### config.mk
export PLATFORM = sky130hd
export DESIGN_NAME = fft_sample_loader
export DESIGN_NICKNAME = d
export VERILOG_FILES = /design/src/rtl/fft_pkg.sv /design/src/rtl/fft_bitrev_addr.sv /design/src/rtl/fft_sample_loader.sv
export SDC_FILE = /design/constraint.sdc
export NUM_CORES = 1
export LEC_CHECK = 0
export CAP_MARGIN = 10
export CORE_MARGIN = 1
export CORE_UTILIZATION = 38
export CTS_CLUSTER_SIZE = 28
export DETAILED_ROUTE_END_ITERATION = 12
export PLACE_DENSITY_LB_ADDON = 0.25
export SYNTH_ARGS = -nofsm -noshare
export SYNTH_HDL_FRONTEND = slang
export SYNTH_SLANG_ARGS = --single-unit
### constraint.sdc
create_clock -name clk -period 1.55 [get_ports clk]
set_input_delay 0.31 -clock clk [delete_from_list [all_inputs] [get_ports clk]]
set_output_delay 0.31 -clock clk [all_outputs]
set_load 0.1 [all_outputs]
### src/rtl/fft_pkg.sv
// Shared FFT types: complex sample, per-stage info, loader state enum, bit-reverse helper.
// Latency: n/a (types and a pure function only).
// Backpressure: n/a.
package fft_pkg;

    localparam int CPLX_W = 16;

    typedef struct packed {
        logic signed [CPLX_W-1:0] re;
        logic signed [CPLX_W-1:0] im;
    } complex_t;

    typedef struct packed {
        logic [3:0] stage;
        logic [7:0] twiddle_stride;
        logic       last_stage;
    } stage_info_t;

    typedef enum logic [1:0] {
        IDLE = 2'd0,
        LOAD = 2'd1,
        FIRE = 2'd2,
        RUN  = 2'd3
    } loader_state_t;

    // Reverse the low 'width' bits of idx; bits above width come back as zero.
    function automatic logic [15:0] bitrev(input logic [15:0] idx, input int width);
        logic [15:0] r;
        r = '0;
        for (int i = 0; i < 16; i++) begin
            if (i < width) begin
                r[width-1-i] = idx[i];
            end
        end
        return r;
    endfunction

endpackage

### src/rtl/fft_bitrev_addr.sv
// Bit-reversed address generator for loading a decimation-in-time FFT bank.
// Latency: 0 cycles (purely combinational).
// Backpressure: none; output follows input every cycle.
module fft_bitrev_addr
    import fft_pkg::*;
#(
    parameter int W = 3
) (
    input  logic [W-1:0] i_addr,
    output logic [W-1:0] o_addr
);

    assign o_addr = W'(bitrev(16'(i_addr), W));

endmodule

### src/rtl/fft_sample_loader.sv
// Streams one N-point complex frame into FFT bank 0, then pulses fft_start; address order is
// bit-reversed when FFT_LOADER_BITREV_EN is defined, natural otherwise.
// Latency: 1 cycle from accepted sample to bank write. Backpressure: in_ready only in LOAD (low in FIRE/RUN).
module fft_sample_loader
    import fft_pkg::*;
#(
    parameter int  N          = 8,
    parameter int  DATA_WIDTH = 16,
    localparam int AW         = $clog2(N)
) (
    input  logic                    clk,
    input  logic                    rst,
    input  logic                    in_valid,
    output logic                    in_ready,
    input  logic [DATA_WIDTH-1:0]   in_re,
    input  logic [DATA_WIDTH-1:0]   in_im,
    input  logic                    in_last,
    output logic                    wr_en,
    output logic [AW-1:0]           wr_addr,
    output logic [2*DATA_WIDTH-1:0] wr_data,
    output logic                    fft_start,
    input  logic                    fft_finish,
    output logic                    frame_err,
    output logic [15:0]             frame_cnt
);

    loader_state_t           r_state;
    loader_state_t           w_state_nxt;
    logic [AW-1:0]           r_count;
    logic                    r_wr_en;
    logic [AW-1:0]           r_wr_addr;
    logic [2*DATA_WIDTH-1:0] r_wr_data;
    logic                    r_fft_start;
    logic                    r_frame_err;
    logic [15:0]             r_frame_cnt;

    logic                    w_accept;
    logic                    w_last_slot;
    logic                    w_early_last;
    logic [AW-1:0]           w_map_addr;

    assign in_ready     = (r_state == LOAD);
    assign w_accept     = in_valid & in_ready;
    assign w_last_slot  = (r_count == AW'(N-1));
    assign w_early_last = in_last & ~w_last_slot;

`ifdef FFT_LOADER_BITREV_EN
    fft_bitrev_addr #(.W(AW)) u_bitrev (
        .i_addr (r_count),
        .o_addr (w_map_addr)
    );
`else
    assign w_map_addr = r_count;
`endif

    // State register.
    always_ff @(posedge clk) begin
        if (rst) begin
            r_state <= IDLE;
        end else begin
            r_state <= w_state_nxt;
        end
    end

    // Next-state decode: a frame launches only once the final slot has been accepted.
    always_comb begin
        w_state_nxt = r_state;
        case (r_state)
            IDLE:    w_state_nxt = LOAD;
            LOAD:    if (w_accept && w_last_slot) w_state_nxt = FIRE;
            FIRE:    w_state_nxt = RUN;
            RUN:     if (fft_finish) w_state_nxt = LOAD;
            default: w_state_nxt = IDLE;
        endcase
    end

    // Write port, slot counter, start/error pulses and completed-frame counter.
    always_ff @(posedge clk) begin
        if (rst) begin
            r_count     <= '0;
            r_wr_en     <= 1'b0;
            r_wr_addr   <= '0;
            r_wr_data   <= '0;
            r_fft_start <= 1'b0;
            r_frame_err <= 1'b0;
            r_frame_cnt <= '0;
        end else begin
            r_wr_en     <= w_accept;
            // Start lines up with the final write so RAM commit and core launch share an edge.
            r_fft_start <= w_accept & w_last_slot;
            // Error on in_last arriving early, or missing on the final slot.
            r_frame_err <= w_accept & (in_last ^ w_last_slot);
            if (w_accept) begin
                r_wr_addr <= w_map_addr;
                r_wr_data <= {in_re, in_im};
                // Early in_last abandons the partial frame; the counter otherwise wraps at N.
                r_count   <= w_early_last ? '0 : r_count + AW'(1);
            end
            if (r_state == RUN && fft_finish) begin
                r_count     <= '0;
                r_frame_cnt <= r_frame_cnt + 16'd1;
            end
        end
    end

    assign wr_en     = r_wr_en;
    assign wr_addr   = r_wr_addr;
    assign wr_data   = r_wr_data;
    assign fft_start = r_fft_start;
    assign frame_err = r_frame_err;
    assign frame_cnt = r_frame_cnt;

endmodule

==> results of run 1 <==
worst max-delay path: cells and delay by family, from the launching register on:
family / cells / cell delay, ns
AND/OR/NAND/NOR: 2 / 0.51
flip-flops: 1 / 0.37
multiplexers: 1 / 0.36
adder cells (fa/ha/maj): 1 / 0.13
buffers and inverters: 1 / 0.04
area by class of cell:
| class | instances | area [um^2] |
|---|---|---|
| Tap cell | 72 | 90.1 |
| Multi-Input combinational cell | 193 | 1100 |
| Clock buffer | 15 | 186 |
| Fill cell | 363 | 1380 |
| Sequential cell | 59 | 1230 |
| Clock inverter | 1 | 5.00 |
| Timing Repair Buffer | 114 | 1640 |
| Inverter | 3 | 11.3 |
layer usage:
metal  vias to the layer above  global-route usage, %  part of all wire, %
met1                      1041                   22.9                   41
met3                        15                   4.57                  5.4
met2                        74                   35.1                   51
met4                         0                   11.3                  2.7
met5                         -                      0                    0
li1                       1118                      -                    -
layout by cell type (no fill, tap or decap), drive strengths merged, types with 2 or more instances in the layout:
| cell type | netlist | layout |
|---|---|---|
| a211oi | 2 | 2 |
| a21oi | 43 | 43 |
| and2 | 3 | 3 |
| and4 | 3 | 3 |
| buf | 3 | 79 |
| clkbuf | 14 | 15 |
| clkdlybuf4s50 | 0 | 34 |
| dfxtp | 59 | 59 |
| ha | 7 | 7 |
| inv | 3 | 3 |
| mux2 | 2 | 2 |
| nand2 | 78 | 78 |
| nand3 | 5 | 5 |
| nand4 | 3 | 3 |
| nor2 | 15 | 15 |
| nor2b | 3 | 3 |
| nor3 | 6 | 6 |
| nor3b | 2 | 2 |
| nor4 | 2 | 2 |
| o21ai | 3 | 3 |
| or3 | 3 | 3 |
| xor2 | 8 | 8 |
through the flow:
stage / total power, W / hold slack, ns
after floorplan: 0.00313 / 0.446
after global placement: 0.00395 / 0.464
after detailed placement: 0.00399 / 0.478
after CTS: 0.00531 / 0.306
after global routing: 0.00551 / 0.334
final: 0.00530 / 0.316
worst paths after layout:
kind                                end  slack, ns  cells after the start
min reg2reg     wr_addr[0]$_SDFFE_PP0P_       0.48                      2
max reg2reg  frame_cnt[14]$_SDFFE_PP0P_       0.03                      5
min           frame_cnt[4]$_SDFFE_PP0P_       0.32                      2
max          frame_cnt[14]$_SDFFE_PP0P_       0.03                      5
flip-flops by register name (all words and copies together), names as in the netlist:
signal / flops
wr_data: 32
frame_cnt: 16
r_count: 3
wr_addr: 3
r_state: 2
fft_start: 1
frame_err: 1
wr_en: 1
power breakdown:
group	internal (W)	leakage, nW	switching (W)	total (W)
sequential	0.00166	0.491	0.000147	0.00180
combinational	0.000805	1.03	0.00138	0.00219
clock	0.000754	0.0997	0.000560	0.00131
total	0.00322	1.62	0.00209	0.00530
logic make-up (layout without fill, tap and decap cells):
group                    Yosys count  after routing  share of synthesized area, %
AND/OR/NAND/NOR                  125            125                          24.7
flip-flops                        59             59                          51.8
AO/OA/AOI/OAI                     49             49                          11.1
buffers and inverters             20            133                          3.73
XOR/XNOR                           9              9                          3.45
adder cells (fa/ha/maj)            7              7                          3.84
multiplexers                       3              3                          1.43
timing repair:
action	4_1_cts	5_1_grt
gates resized for setup	6	16
endpoints found under the setup margin	4	10
pin swaps	2	4
buffers inserted	0	2
==> results.toml, run 1 <==
[place]
post-dp-hpwl_um = 4470
place.gp.congestion = 0.773
place_inst = 440
dp_slack_ns = -0.379
io_buffer_count = 91
placed_area_um2 = 4000

[drt]
num_vias = 2248
wirelength_um = 6170
first_pass_iters = 4
drtIter0Drc = 51
post_drt_wl_per_cell_um = 13.5
vias_per_cell = 4.92
drc = 0
drtAntennaViolNets = 0

[worst_hold_path]
min-delay-start = "rst"
hold_class = "in -> reg"

[synth]
synth_fp_nets = 316
synthCells = 272
synth-warning-count = 0
yosys_register_bits = 59
synth_edf_count = 0
ys_seq_area_share_pct = 51.8
yosysMostFrequentCell = "nand2_1"
ys.flop_type = "dfxtp_1"
synth_top_area_share_pct = 51.8
ys_top_cells_by_count = "nand2_1 (78), dfxtp_1 (59), a21oi_1 (43)"
syn_area_um2 = 2280
synth.largest_area_cell = "dfxtp_1"
synthArstFlopShare_pct = 0
synth.distinct_cells = 30
syn_avg_cell_area_um2 = 8.39
yosys-top-cells-area = "dfxtp_1 (52%), nand2_1 (13%), a21oi_1 (9.4%), ha_1 (3.8%), xor2_1 (3.1%)"

[clock_network]
cts_tree = "built"
clk_path_buf_depth = 2
numCtsBuffers = 9
cts.sinks = 59
cts_max_level = 3
hold_buffers = 0
path_clk_slew_ns = 0.06
clkLatencyLatePin_ns = 0.33
cts_root_buf = "clkbuf_8"

[global_route]
grt_max_degree = 19
grt_antenna_before_repair = 0
grt_pass1_wl_um = 9800
grt_pass1_vias = 2161
gr-total-overflow = 0
gr-usage-all-layers_pct = 20.3

[critical_path]
crit_arrival_ns = 1.74
critPathKind = "reg -> reg"
crit_fanout = 4
cp.required_ns = 1.77
cpPeakStageDelay_ns = 0.37
startpoint = "frame_cnt[1]$_SDFFE_PP0P_"
path_cells = "ha_4 > and4_4 > inv_2 > nor4_2 > mux2_2"
worst_setup_path_end_kind = "register"
crit_path_start_kind = "register"
r2r-start = "frame_cnt[1]$_SDFFE_PP0P_"
slowest_stage = "dfxtp_4"

[pwr]
leakagePower_nw = 1.62
ir_drop_v = 0.00129
pwr_density_cell_nw_per_um2 = 1240

[sta]
setup_viol = 0
drv_slew = 0
min_period_over_period_pct = 98.3
fin_tns_setup_ns = 0
grt_setup_unrepaired = "true"
fin_crit_ns = 1.52
fmax_mhz = 657
setup_ws_ns = 0.0271
maxSlewHeadroom_pct = 84.1
tightest_slew_ns = 0.236
clock_skew_ns = 0.00360
hold_viol = 0

[flow_run]
cap_violations = 0

[final_layout]
post-route-util_pct = 75.6
fin_cells = 457
fin_nets = 424
layout-drive-gt1-share_pct = 34.5
diodes = 0
final_area_um2 = 4270
syn_to_final_growth_pct = 87.0

[die]
die_area_um2 = 6320
start_util_pct = 40.5
core-area_um2 = 5640
rows = 27
die-height_um = 79.5
ioPinCount = 92
die_w_um = 79.5

[run_status]
status = "completed"
Power figures use the tool's default switching activity.
==> run 2, diff against run 1 <==
- GPL_TIMING_DRIVEN: default -> 0
==> run 2 against run 1 <==
Sequential power fell by 3%. First-iteration DRC count is 20% higher. Cell area down 17%. Die area unchanged. Routed wire length decreased by 9.4%. Via count fell by 3.2%. Critical path depth rose by 1. Maximum frequency down 0.38%. Clock power is 11% lower. Count of clock-buffer cells in the layout is 2 lower. Setup slack got worse by 0.0058 ns. Clock skew about the same. Largest cell class is now sequential cells.
==> results.toml, run 2 (synthesis gave the netlist of run 1 again) <==
[clock_network]
hold_buffers = 0
clkLatencyLatePin_ns = 0.32
post-cts-setup-buffers = 0
cts_tree = "built"
cts.sinks = 59
path_clk_slew_ns = 0.06
cts_max_level = 3
cts_root_buf = "clkbuf_8"
numCtsBuffers = 9
clk_path_buf_depth = 2

[drt]
drtAntennaViolNets = 0
drc = 0
first_pass_iters = 4
wirelength_um = 5590
post_drt_wl_per_cell_um = 12.5
vias_per_cell = 4.87
drtIter0Drc = 61
num_vias = 2176

[critical_path]
crit_path_start_kind = "input pin"
crit_arrival_ns = 1.73
critPathKind = "in -> reg"
crit_fanout = 6
cp.required_ns = 1.75
worst_setup_path_end_kind = "register"
r2r_cells = 6

[sta]
grt_setup_unrepaired = "true"
clock_skew_ns = 0.00343
fin_crit_ns = 1.53
fin_tns_setup_ns = 0
whs_ns = 0.341
drv_slew = 0
maxSlewHeadroom_pct = 62.9
hold_viol = 0
setup_viol = 0
fmax_mhz = 654
min_period_over_period_pct = 98.6
tightest_slew_ns = 0.559

[final_layout]
fin_nets = 417
multiInputGateArea_um2 = 1090
layout-drive-gt1-share_pct = 30.4
diodes = 0
syn_to_final_growth_pct = 55.1
final_common_cell = "nand2_1"
largest_register_ffs = 32
fill_cells = 516
final_area_um2 = 3540
final_cell_mix = "nand2_1 (75), a21oi_1 (42), dfxtp_1 (41)"
final-seq-area_um2 = 1230

[global_route]
gr-total-overflow = 0
grt_pass1_wl_um = 9210
gr-usage-all-layers_pct = 18.7
grt_pass1_vias = 2103
grt_max_degree = 11
grt_antenna_before_repair = 0

[die]
ioPinCount = 92
rows = 27
core-area_um2 = 5640
die_area_um2 = 6320
die-height_um = 79.5
start_util_pct = 40.5
die_w_um = 79.5

[pwr]
ir_drop_v = 0.000924
leakagePower_nw = 1.32
pwr_density_cell_nw_per_um2 = 1340

[place]
place.gp.congestion = 0.726
placed_area_um2 = 3360
post-dp-hpwl_um = 3990
io_buffer_count = 90

[worst_hold_path]
hold_depth = 3
hold_class = "in -> reg"

[run_status]
status = "completed"

[flow_run]
cap_violations = 0
[run 2: cell types whose count changed in the layout (fill, tap and decap cells not counted), sizes merged]
cell and change:
clkdlybuf4s50 +1, clkinv -1, buf -54, clkdlybuf4s15 +23
clkdlybuf4s18 +13, clkbuf +9, dlymetal6s2s -1
[run 2: worst paths after layout]
path                                                from                         end  slack, ns
worst min register to register  wr_data[15]$_SDFFE_PP0P_    wr_data[15]$_SDFFE_PP0P_       0.45
worst max-delay path                          fft_finish  frame_cnt[14]$_SDFFE_PP0P_       0.02
worst min-delay path                                 rst  frame_cnt[15]$_SDFFE_PP0P_       0.34
worst max register to register   r_state[0]$_SDFFE_PP0P_  frame_cnt[14]$_SDFFE_PP0P_       0.04
[run 2: area by class of cell]
type                    count  area share, %
flip-flops and latches     59           34.9
repair buffers             90           23.9
plain buffers              17           3.11
well taps                  72           2.55
inverters                   3          0.318
clock buffers              13           4.49
multi-input cells         193           30.8
[run 2: metal layers]
| layer | global-route usage, % | vias up | wire (um) |
|---|---|---|---|
| met5 | 0 | - | 0 |
| li1 | - | 1103 | - |
| met2 | 30.4 | 64 | 2610 |
| met4 | 9.82 | 0 | 124 |
| met1 | 22.7 | 997 | 2530 |
| met3 | 4.69 | 12 | 323 |
[run 2: critical path, cell delays in order]
cell             delay [ns]
clkdlybuf4s50_1        0.52
and4_1                 0.23
buf_6                  0.13
inv_2                  0.04
nor4_2                 0.15
mux2_2                 0.36
[run 2: repair_timing]
action | in CTS | in global routing
gates cloned | 0 | 0
setup endpoints to repair | 74 | 66
pin swaps | 1 | 3
gates resized for setup | 201 | 58
[run 2: power breakdown]
group | switching (W) | leakage (nW) | internal, W | total, W
Clock | 0.000519 | 0.0815 | 0.000642 | 0.00116
Combinational | 0.00135 | 0.748 | 0.000480 | 0.00183
Sequential | 0.0000972 | 0.491 | 0.00166 | 0.00175
[run 2: metrics by stage]
| step | util (%) | worst slack, ns | cells | power [W] |
|---|---|---|---|---|
| detailed placement | 59.5 | -0.466 | 434 | 0.00357 |
| floorplan | - | -0.143 | 272 | 0.00313 |
| CTS | 63.1 | -0.107 | 447 | 0.00471 |
| global placement | 59.5 | -0.478 | 434 | 0.00355 |
| global route | 62.7 | -0.0183 | 447 | 0.00498 |
| finish | 62.7 | 0.0213 | 447 | 0.00475 |
